[src/rtl/sub_ctrl_pkg.sv]
// Shared types and constants for the nibble-serial subtract sequencer.
package sub_ctrl_pkg;

  localparam int NIBBLE_W = 4;

  typedef enum logic [1:0] {
    IDLE = 2'd0,
    RUN  = 2'd1,
    DONE = 2'd2
  } state_e;

  // Index counter width; a single bit is kept even for two passes.
  function automatic int idx_width(input int nibbles);
    return (nibbles <= 2) ? 1 : $clog2(nibbles);
  endfunction

endpackage

[src/rtl/sub4_slice.sv]
// Combinational 4-bit borrow-lookahead subtractor: d = x - y - bin.
module sub4_slice (
  output logic [3:0] d,
  output logic       bout,
  input  logic [3:0] x,
  input  logic [3:0] y,
  input  logic       bin
);

  logic [3:0] g, p;
  logic [4:0] b;

  // g: bit generates a borrow (0-1); p: bit passes an incoming borrow (x==y).
  assign g = ~x & y;
  assign p = ~(x ^ y);

  assign b[0] = bin;
  assign b[1] = g[0] | (p[0] & bin);
  assign b[2] = g[1] | (p[1] & g[0]) | (p[1] & p[0] & bin);
  assign b[3] = g[2] | (p[2] & g[1]) | (p[2] & p[1] & g[0])
              | (p[2] & p[1] & p[0] & bin);
  assign b[4] = g[3] | (p[3] & g[2]) | (p[3] & p[2] & g[1])
              | (p[3] & p[2] & p[1] & g[0]) | (p[3] & p[2] & p[1] & p[0] & bin);

  assign d    = x ^ y ^ b[3:0];
  assign bout = b[4];

endmodule

[src/rtl/nibble_serial_sub_ctrl.sv]
// Sequences one shared 4-bit subtractor slice over WIDTH/4 passes, LSB nibble first.
module nibble_serial_sub_ctrl
  import sub_ctrl_pkg::*;
#(
  parameter int WIDTH = 16
) (
  input  logic             clk,
  input  logic             rst_n,
  input  logic             start,
  input  logic [WIDTH-1:0] x,
  input  logic [WIDTH-1:0] y,
  input  logic             bin,
  output logic             busy,
  output logic             done,
  output logic [WIDTH-1:0] d,
  output logic             bout,
  output logic             zero,
  output logic             ovf
);

  localparam int NIBBLES = WIDTH / NIBBLE_W;
  localparam int IW      = idx_width(NIBBLES);
  localparam logic [IW-1:0] LAST = IW'(NIBBLES - 1);

  state_e                           state_q;
  logic [IW-1:0]                    idx_q;
  logic                             borrow_q;
  logic [NIBBLES-1:0][NIBBLE_W-1:0] xr_q, yr_q, acc_q, acc_d;
  logic [WIDTH-1:0]                 d_q;
  logic                             busy_q, done_q, bout_q, zero_q, ovf_q;

  logic [NIBBLE_W-1:0] s_d;
  logic                s_bout;

  sub4_slice u_slice (
    .d    (s_d),
    .bout (s_bout),
    .x    (xr_q[idx_q]),
    .y    (yr_q[idx_q]),
    .bin  (borrow_q)
  );

  // Accumulator with the current pass's nibble merged in, so the commit edge
  // can publish the complete result without waiting another cycle.
  always_comb begin
    acc_d        = acc_q;
    acc_d[idx_q] = s_d;
  end

  always_ff @(posedge clk or negedge rst_n) begin
    if (!rst_n) begin
      state_q  <= IDLE;
      idx_q    <= '0;
      borrow_q <= 1'b0;
      xr_q     <= '0;
      yr_q     <= '0;
      acc_q    <= '0;
      d_q      <= '0;
      busy_q   <= 1'b0;
      done_q   <= 1'b0;
      bout_q   <= 1'b0;
      zero_q   <= 1'b0;
      ovf_q    <= 1'b0;
    end else begin
      case (state_q)
        IDLE, DONE: begin
          done_q <= 1'b0;
          busy_q <= 1'b0;
          state_q <= IDLE;
          if (start) begin
            xr_q     <= x;
            yr_q     <= y;
            borrow_q <= bin;
            idx_q    <= '0;
            acc_q    <= '0;
            busy_q   <= 1'b1;
            state_q  <= RUN;
          end
        end
        RUN: begin
          acc_q    <= acc_d;
          borrow_q <= s_bout;
          if (idx_q == LAST) begin
            d_q     <= acc_d;
            bout_q  <= s_bout;
            zero_q  <= (acc_d == '0);
            ovf_q   <= (xr_q[NIBBLES-1][NIBBLE_W-1] != yr_q[NIBBLES-1][NIBBLE_W-1])
                    && (acc_d[NIBBLES-1][NIBBLE_W-1] != xr_q[NIBBLES-1][NIBBLE_W-1]);
            busy_q  <= 1'b0;
            done_q  <= 1'b1;
            state_q <= DONE;
          end else begin
            idx_q <= idx_q + 1'b1;
          end
        end
        default: begin
          busy_q  <= 1'b0;
          done_q  <= 1'b0;
          state_q <= IDLE;
        end
      endcase
    end
  end

  assign busy = busy_q;
  assign done = done_q;
  assign d    = d_q;
  assign bout = bout_q;
  assign zero = zero_q;
  assign ovf  = ovf_q;

endmodule

[config.mk]
export PLATFORM = sky130hd
export DESIGN_NAME = nibble_serial_sub_ctrl
export DESIGN_NICKNAME = d
export VERILOG_FILES = /design/src/rtl/sub_ctrl_pkg.sv /design/src/rtl/sub4_slice.sv /design/src/rtl/nibble_serial_sub_ctrl.sv
export SDC_FILE = /design/constraint.sdc
export NUM_CORES = 1
export LEC_CHECK = 0
export CAP_MARGIN = 20
export CORE_MARGIN = 8
export CORE_UTILIZATION = 41
export CTS_CLUSTER_SIZE = 14
export DETAILED_ROUTE_END_ITERATION = 7
export HOLD_SLACK_MARGIN = 0.05
export PLACE_DENSITY = 0.73
export SETUP_SLACK_MARGIN = 0.2
export SYNTH_ARGS = -nofsm -noshare
export SYNTH_HDL_FRONTEND = slang
export SYNTH_SLANG_ARGS = --single-unit
[constraint.sdc]
create_clock -name clk -period 8.25 [get_ports clk]
set_clock_uncertainty 0.1 [all_clocks]
set_input_delay 2.0625 -clock clk [delete_from_list [all_inputs] [get_ports clk]]
set_output_delay 2.0625 -clock clk [all_outputs]
set_load 0.02 [all_outputs]
# After elaboration in Yosys (flattened, before gate mapping)
# Index checks and enable logic that the tools add are counted.
# totals
regBits	74
out_inout_bits	21
word_cells	95
# classes
addsub	1
order_cmp	2
eq_ne	8
muxes	22
bitwise_logic	31
reduce_logical	10
# ops
cell	n
16-bit one-hot mux with 2 select lines	1
1-bit AND	16
4-bit binary-select mux with 2-bit select	2
16-bit bitwise mux	1
16-bit zero test	1
16-bit two-way mux	1
4-bit two-way mux	3
1-bit bitwise OR	10
4-bit demux with 2-bit select	1
4-bit NOT	2
2-bit one-hot mux with 2 select lines	2
4-bit XOR	2
1-bit two-way mux	6
2-bit two-way mux	3
2-bit inequality test, second input constant	3
2-bit AND reduction	3
4-bit AND	1
2-bit equality test, second input constant	2
1-bit one-hot mux with 2 select lines	2
2-bit by 3-bit < comparator with 1-bit output, second input constant	1
3-bit AND reduction	1
2-bit by 1-bit adder with 2-bit output, second input constant	1
2-bit by 1-bit equality test with 1-bit output, second input constant	1
2-bit by 1-bit greater-or-equal comparator with 1-bit output, second input constant	1
other kinds (5)	7

# Longest topological paths before layout
# Gate-level depths: netlist (run 1).
# logic_depth
depth_word	12
depth_mapped	9
depth_no_buf	8

# By module
# A second synthesis (run 1) with hierarchy kept.
# unflattened
cells_unflattened	354
hier_area_um2	3482.1
# modules_own_cells
mod	instances	cells_each	area_per_inst_um2
nibble_serial_sub_ctrl	1	327	3281.9
sub4_slice	1	27	200.2

# Least setup slack after synthesis (run 1)
# OpenSTA, ideal clock, no wires.
# synth_timing
kind	input -> register
from	in start
to	reg acc_q[5] (netlist name)
setup_time_ps	121
arrival_ps	2765
path_slack_ps	5264
path_stages	5
path_buffers	1
cell_sequence	nand2b_1 clkbuf_1 nand2_1 o21ai_0 a22o_1
# synth_via
elab_chain_cells	2
# synth_lines
element	line	source
from (decl)	nibble_serial_sub_ctrl.sv:9	input logic start,
2-bit inequality test (no source line)	n/a	
2-bit AND reduction (no source line)	n/a	
to (signal assigned)	nibble_serial_sub_ctrl.sv:57	acc_q <= '0;
to (signal assigned)	nibble_serial_sub_ctrl.sv:75	acc_q <= '0;
to (signal assigned)	nibble_serial_sub_ctrl.sv:81	acc_q <= acc_d;
to (decl)	nibble_serial_sub_ctrl.sv:28	logic [NIBBLES-1:0][NIBBLE_W-1:0] xr_q, yr_q, acc_q, acc_d;
# No other way between the ends.
# A chain may end at the register's enable or synchronous reset.

# Final worst setup path (run 1)
# layout_timing
from	reg zero_q, in the netlist zero
to	out zero
# layout_lines
element	line	source
from (decl)	nibble_serial_sub_ctrl.sv:30	logic busy_q, done_q, bout_q, zero_q, ovf_q;
from (signal assigned)	nibble_serial_sub_ctrl.sv:86	zero_q <= (acc_d == '0);
to (decl)	nibble_serial_sub_ctrl.sv:17	output logic zero,
# No word-level cell between the ends.

==> results.json, run 1 <==
{
  "syn_area_sq_um": 3290,
  "worstPathArrival_ns": 1.32,
  "cts_tree": "done",
  "ys.flop_type": "dfrtp_1",
  "final_max_slew_viol_count": 0,
  "cts_buffers": 9,
  "synth.distinct_cells": 42,
  "crit_type": "register to primary output",
  "ctsHoldBuffers": 0,
  "antenna_cells": 0,
  "max-cap-violations": 0,
  "p_leak_nw": 1.96,
  "hpwl_microns": 4870,
  "yosysTopAreaCell": "dfrtp_1",
  "io_buffer_count": 56,
  "io_pins": 57,
  "synth_fp_nets": 384,
  "drt-initial-drc-count": 124,
  "syn_avg_cell_area_sq_um": 9.71,
  "hp-class": "register to register",
  "grt_usage_pct": 13.1,
  "synth_cells": 339,
  "synth-compound-area-share_pct": 13.3,
  "synth_edf_count": 0,
  "grt_pass1_vias": 2569,
  "synth_seq_cells": 71,
  "gp_congestion": 0.802,
  "critPathCaptureType": "primary output",
  "synth_top_family_by_area": "simple AND/OR/NAND/NOR gates",
  "firstDrtPassIters": 4,
  "yosys.area_share.xor_xnor_pct": 0.532,
  "ir_worst_vdd_mv": 0.290,
  "min_period_ns": 3.48,
  "yosys_warnings": 0,
  "cts_resized": 0,
  "min_path_cells": 2,
  "clock_latency_ns": 0.33,
  "p_per_area_nw_per_um2": 470,
  "ant_nets": 0,
  "nNetsFinal": 437,
  "area_growth_pct": 25.2,
  "setup_viol": 0,
  "grt_pass1_wl_microns": 12000,
  "critPathBufInv": 1,
  "synth_fa_ha_area_share_pct": 3.65,
  "relSlewSlack_pct": 41.4,
  "fmax_ghz": 0.287,
  "clk_pin_slew_ns": 0.07,
  "cts_buffer_depth": 2,
  "final_cells": 496,
  "final_cell_mix": "nand2_1, dfrtp_1, clkdlybuf4s50_1",
  "max_stage_delay_ns": 0.62,
  "yosys.area_share.simple_pct": 19.1,
  "crit_family": "buffers and inverters",
  "cts_root_buffer": "clkbuf_8",
  "die-area_sq_um": 11200,
  "r2r_cells": 8,
  "crit_path_start_kind": "register",
  "grt_overflow": 0,
  "initial_core_util_pct": 42.4,
  "vias": 2509,
  "tightest_slew_ns": 0.878,
  "crit_path_top_delay_cell": "clkdlybuf4s50_1",
  "yosysTopAreaCellShare_pct": 54.0,
  "totalWireLength_microns": 6910,
  "final_common_cell": "nand2_1",
  "viasPerCell": 5.06,
  "fill_cells": 729,
  "wl_per_cell_microns": 13.9,
  "grt_max_degree": 72,
  "die_y_microns": 106,
  "post_cts_buffers": 0,
  "antenna_found_initial": 0,
  "coreArea_sq_um": 7770,
  "die_w_microns": 106,
  "h-tree-depth": 3,
  "rsz0062_at_grt": "false",
  "synth_seq_area_share_pct": 54.0,
  "finalCritPeriodShare_pct": 42.2,
  "cp_max_fo": 2,
  "drive_above_1_share_pct": 8.38,
  "power.total_mw": 1.94,
  "crit_chain": "clkdlybuf4s50_1",
  "rows": 32,
  "cts.sinks": 71,
  "drcViolationCount": 0,
  "hold_viol_final": 0,
  "status": "finished clean",
  "worstSetupPathDepth": 1,
  "dp_cells": 483,
  "required_ns": 6.09,
  "synth.mux.area_fraction_pct": 6.08,
  "setup_tns_ns": 0,
  "yosys-top-cells-area": "dfrtp_1, nand2_1, mux4_2, o21ai_0, ha_1",
  "synthArstFlopShare_pct": 100
}
-- area by class of cell --
| class | count | area, sq um | area share, % |
|---|---|---|---|
| clock inverter | 1 | 30.0 | 0.729 |
| timing repair buffer | 59 | 578 | 14.0 |
| clock buffer | 12 | 155 | 3.76 |
| tap | 102 | 128 | 3.10 |
| sequential | 71 | 1780 | 43.1 |
| multi-input combinational | 239 | 1410 | 34.2 |
| inverter | 12 | 45.0 | 1.09 |
-- per-layer routing --
metal  global-route usage [%]  routed length (microns)  vias up
met4                     6.03                      156        0
li1                         -                        -     1240
met2                     20.6                     3150       65
met1                     16.4                     3200     1191
met3                     3.65                      408       13
met5                        0                        0        -
-- flip-flops by register name (all words and copies together) (netlist names) --
register,flops
acc_q,14
bout,1
yr_q,16
borrow_q,1
xr_q,16
zero,1
idx_q,2
done,1
ovf,1
d,16
busy,1
state_q,1
-- final timing paths --
path                                      startpoint              endpoint  slack (ns)
worst max-delay path                zero$_DFFE_PN0P_                  zero        4.77
max in group asynchronous                      rst_n      done$_DFFE_PN0P_        5.64
min in group asynchronous                      rst_n     d[13]$_DFFE_PN0P_        1.82
worst max register to register  idx_q[0]$_DFFE_PN0P_  acc_q[7]$_DFFE_PN0P_        5.01
worst min register to register  xr_q[13]$_DFFE_PN0P_  xr_q[13]$_DFFE_PN0P_        0.37
worst min-delay path            xr_q[13]$_DFFE_PN0P_  xr_q[13]$_DFFE_PN0P_        0.37
-- logic make-up (layout without fill, tap and decap cells) --
logic type	after synthesis	after routing
AND/OR/NAND/NOR	157	157
multiplexers	10	10
buffers and inverters	29	84
AO/OA/AOI/OAI	61	61
XOR/XNOR	2	2
flip-flops	71	71
adder cells (fa/ha/maj)	9	9
-- power breakdown --
part / total, mW / switching (mW) / internal, mW / leakage (nW)
logic: 1.06 / 0.610 / 0.452 / 0.964
registers: 0.608 / 0.106 / 0.502 / 0.897
clock network: 0.266 / 0.114 / 0.151 / 0.0944
-- metrics by stage --
stage / cell area [sq um] / hold WS (ns) / setup WS [ns] / util, %
after global routing: 4120 / 0.385 / 4.72 / 53.1
final: 4120 / 0.373 / 4.77 / 53.1
after floorplan: 3290 / 0.340 / 5.26 / -
after detailed placement: 3940 / 0.359 / 4.48 / 50.7
after CTS: 4120 / 0.376 / 4.75 / 53.1
after global placement: 3940 / 0.354 / 4.54 / 50.7
-- Yosys cell counts (2+ instances only) --
library cell and count:
a21o_1 5, dfrtp_1 71, inv_1 12, mux4_2 8, and2_1 2, a32o_1 3, nand2b_1 3, mux2i_1 2
a22o_1 8, ha_1 8, a31oi_1 2, nor2_1 20, nand2_1 122, clkbuf_1 16, o21ai_0 22, o22ai_1 3
a211oi_1 7
No activity file was read; power rests on OpenSTA's default activity.
==> run 2, diff against run 1 <==
- PLACE_DENSITY: 0.73 -> 0.76
- clock period: 8.25 -> 2.8 ns (I/O delays scaled with it)
==> run 2 against run 1 <==
  * Final cell count rose by 3.8%
  * Via count grew 4.1%
  * First-iteration DRC count down 23%
  * Core utilization is 2.8 points higher
  * Power rose to 3.4 times the previous value
  * Global-route usage increased by 0.99 points
  * Design area grew 5.2%
  * Die area stayed put
  * Combinational power grew to 3.9 times the previous value
  * Non-clock buffer count rose by 16
  * Critical path type is now register to register
  * Largest cell class unchanged
  * Highest routed layer unchanged
==> results.json, run 2 (synthesis gave the netlist of run 1 again) <==
{
  "initial_core_util_pct": 42.4,
  "p_int_mw": 3.85,
  "final_max_slew_viol_count": 0,
  "cts_tree": "done",
  "setup_viol": 0,
  "antenna_cells": 0,
  "grt_overflow": 0,
  "max-cap-violations": 0,
  "hold_ws_ns": 0.268,
  "grt_pass1_vias": 2701,
  "ir_worst_vdd_mv": 0.740,
  "vias": 2611,
  "setup_tns_ns": 0,
  "crit_path_top_delay_cell": "mux4_2",
  "die-area_sq_um": 11200,
  "swShare_pct": 41.9,
  "critPathCaptureType": "register",
  "worstPathArrival_ns": 2.86,
  "clk_pin_slew_ns": 0.08,
  "grt_max_degree": 72,
  "crit_type": "register to register",
  "final_common_cell": "nand2_1",
  "cts_buffers": 9,
  "area_growth_pct": 31.7,
  "ff2ff_setup_slack_ns": 0.11,
  "relSlewSlack_pct": 62.9,
  "io_pins": 57,
  "r2r_end": "ovf$_DFFE_PN0P_",
  "crit_chain": "buf_6, mux4_2, ha_4, a211oi_4, nor2_4, a2bb2oi_4, or3b_1, a31oi_1",
  "p_per_area_nw_per_um2": 1530,
  "p_switching_mw": 2.78,
  "coreArea_sq_um": 7770,
  "status": "finished clean",
  "grt_pass1_wl_microns": 12800,
  "grt_usage_pct": 14.1,
  "place_ws_ns": -0.0327,
  "cts_buffer_depth": 2,
  "ant_nets": 0,
  "rr_startpoint": "idx_q[0]$_DFFE_PN0P_",
  "rows": 32,
  "max_stage_delay_ns": 0.53,
  "antenna_found_initial": 0,
  "cts.sinks": 71,
  "io_buffer_count": 56,
  "tightest_slew_ns": 0.556,
  "final_cell_mix": "nand2_1, dfrtp_1, clkdlybuf4s50_1",
  "r2r_cells": 8,
  "wl_per_cell_microns": 14.5,
  "ctsHoldBuffers": 0,
  "min_period_ns": 2.69,
  "p_clk_share_pct": 11.1,
  "viasPerCell": 5.07,
  "required_ns": 2.97,
  "seqPwrFrac_pct": 26.8,
  "drive_above_1_share_pct": 14.5,
  "fin_ws_ns": 0.110,
  "drcViolationCount": 0,
  "clock_latency_ns": 0.34,
  "p_leak_nw": 2.04,
  "crit_path_start_kind": "register",
  "fmax_ghz": 0.372,
  "rsz0062_at_grt": "true",
  "hpwl_microns": 5410,
  "cts_root_buffer": "clkbuf_8",
  "die_w_microns": 106,
  "pwr-share-comb_pct": 62.1,
  "power.total_mw": 6.63,
  "firstDrtPassIters": 4,
  "totalWireLength_microns": 7470,
  "hp-class": "input port to asynchronous set/reset pin",
  "cp_max_fo": 6,
  "hold_viol_final": 0,
  "nNetsFinal": 453,
  "die_y_microns": 106,
  "finalCritPeriodShare_pct": 96.1,
  "drt-initial-drc-count": 95,
  "gp_congestion": 0.807,
  "h-tree-depth": 3
}
## run 2: how the worst max path moves through the flow
stage / startpoint / endpoint / slack (ns) / cells past startpoint
3_5_place_dp: idx_q[0]$_DFFE_PN0P_ / acc_q[7]$_DFFE_PN0P_ / -0.03 / 8
3_3_place_gp: idx_q[0]$_DFFE_PN0P_ / zero$_DFFE_PN0P_ / 0.07 / 8
4_1_cts: idx_q[0]$_DFFE_PN0P_ / ovf$_DFFE_PN0P_ / 0.12 / 8
2_1_floorplan: idx_q[0]$_DFFE_PN0P_ / zero$_DFFE_PN0P_ / 0.20 / 8
6_report: idx_q[0]$_DFFE_PN0P_ / ovf$_DFFE_PN0P_ / 0.11 / 8
5_1_grt: idx_q[0]$_DFFE_PN0P_ / ovf$_DFFE_PN0P_ / -0.003 / 8
## run 2: power by group through the flow
stage	combinational [mW]	sequential (mW)	clock (mW)
2_1_floorplan	2.23	1.84	0
6_report	4.11	1.78	0.738
4_1_cts	3.94	1.77	0.757
5_1_grt	4.48	1.83	0.803
3_5_place_dp	3.50	1.79	0
3_3_place_gp	3.36	1.78	0
## run 2: cell type report
type | count | area [sq um]
Tap cell | 102 | 128
Fill cell | 667 | 3430
Clock inverter | 2 | 15.0
Sequential cell | 71 | 1780
Clock buffer | 14 | 163
Multi-Input combinational cell | 239 | 1480
Inverter | 12 | 45.0
Timing Repair Buffer | 75 | 731
## run 2: critical path: cells and delay by family, from the launching register on
family	cells	cell delay [ns]
muxes	1	0.53
adders and majority gates	1	0.25
DFF	1	0.45
and+or+nand+nor	2	0.48
buffers and inverters	1	0.13
AOI/OAI and AO/OA	3	0.67
## run 2: routing by layer
metal,wire [microns],part of all wire (%),vias up,GRT usage [%]
met2,3550,47,80,21.7
met4,66,0.88,0,4.82
met3,502,6.7,6,5.30
li1,-,-,1277,-
met1,3360,45,1248,17.8
met5,0,0,-,0
## run 2: stage by stage
step / instance area (sq um) / utilization (%) / instances
after global placement: 4050 / 52.2 / 495
after floorplan: 3310 / - / 339
after detailed placement: 4050 / 52.2 / 495
after CTS: 4300 / 55.4 / 514
after global routing: 4340 / 55.8 / 515
final: 4340 / 55.8 / 515
## run 2: what timing repair did
item,in CTS,in global routing
endpoints found under the hold margin,0,0
pin swaps,0,7
setup buffers,3,1
gates resized for setup,6,8
endpoints found under the setup margin,16,14
==> run 3, diff against run 2 <==
- SKIP_LAST_GASP: not set -> 1
- SLEW_MARGIN: not set -> 10
==> results of run 3 <==
Final layout, timing and power as in run 2 (identical DEF).
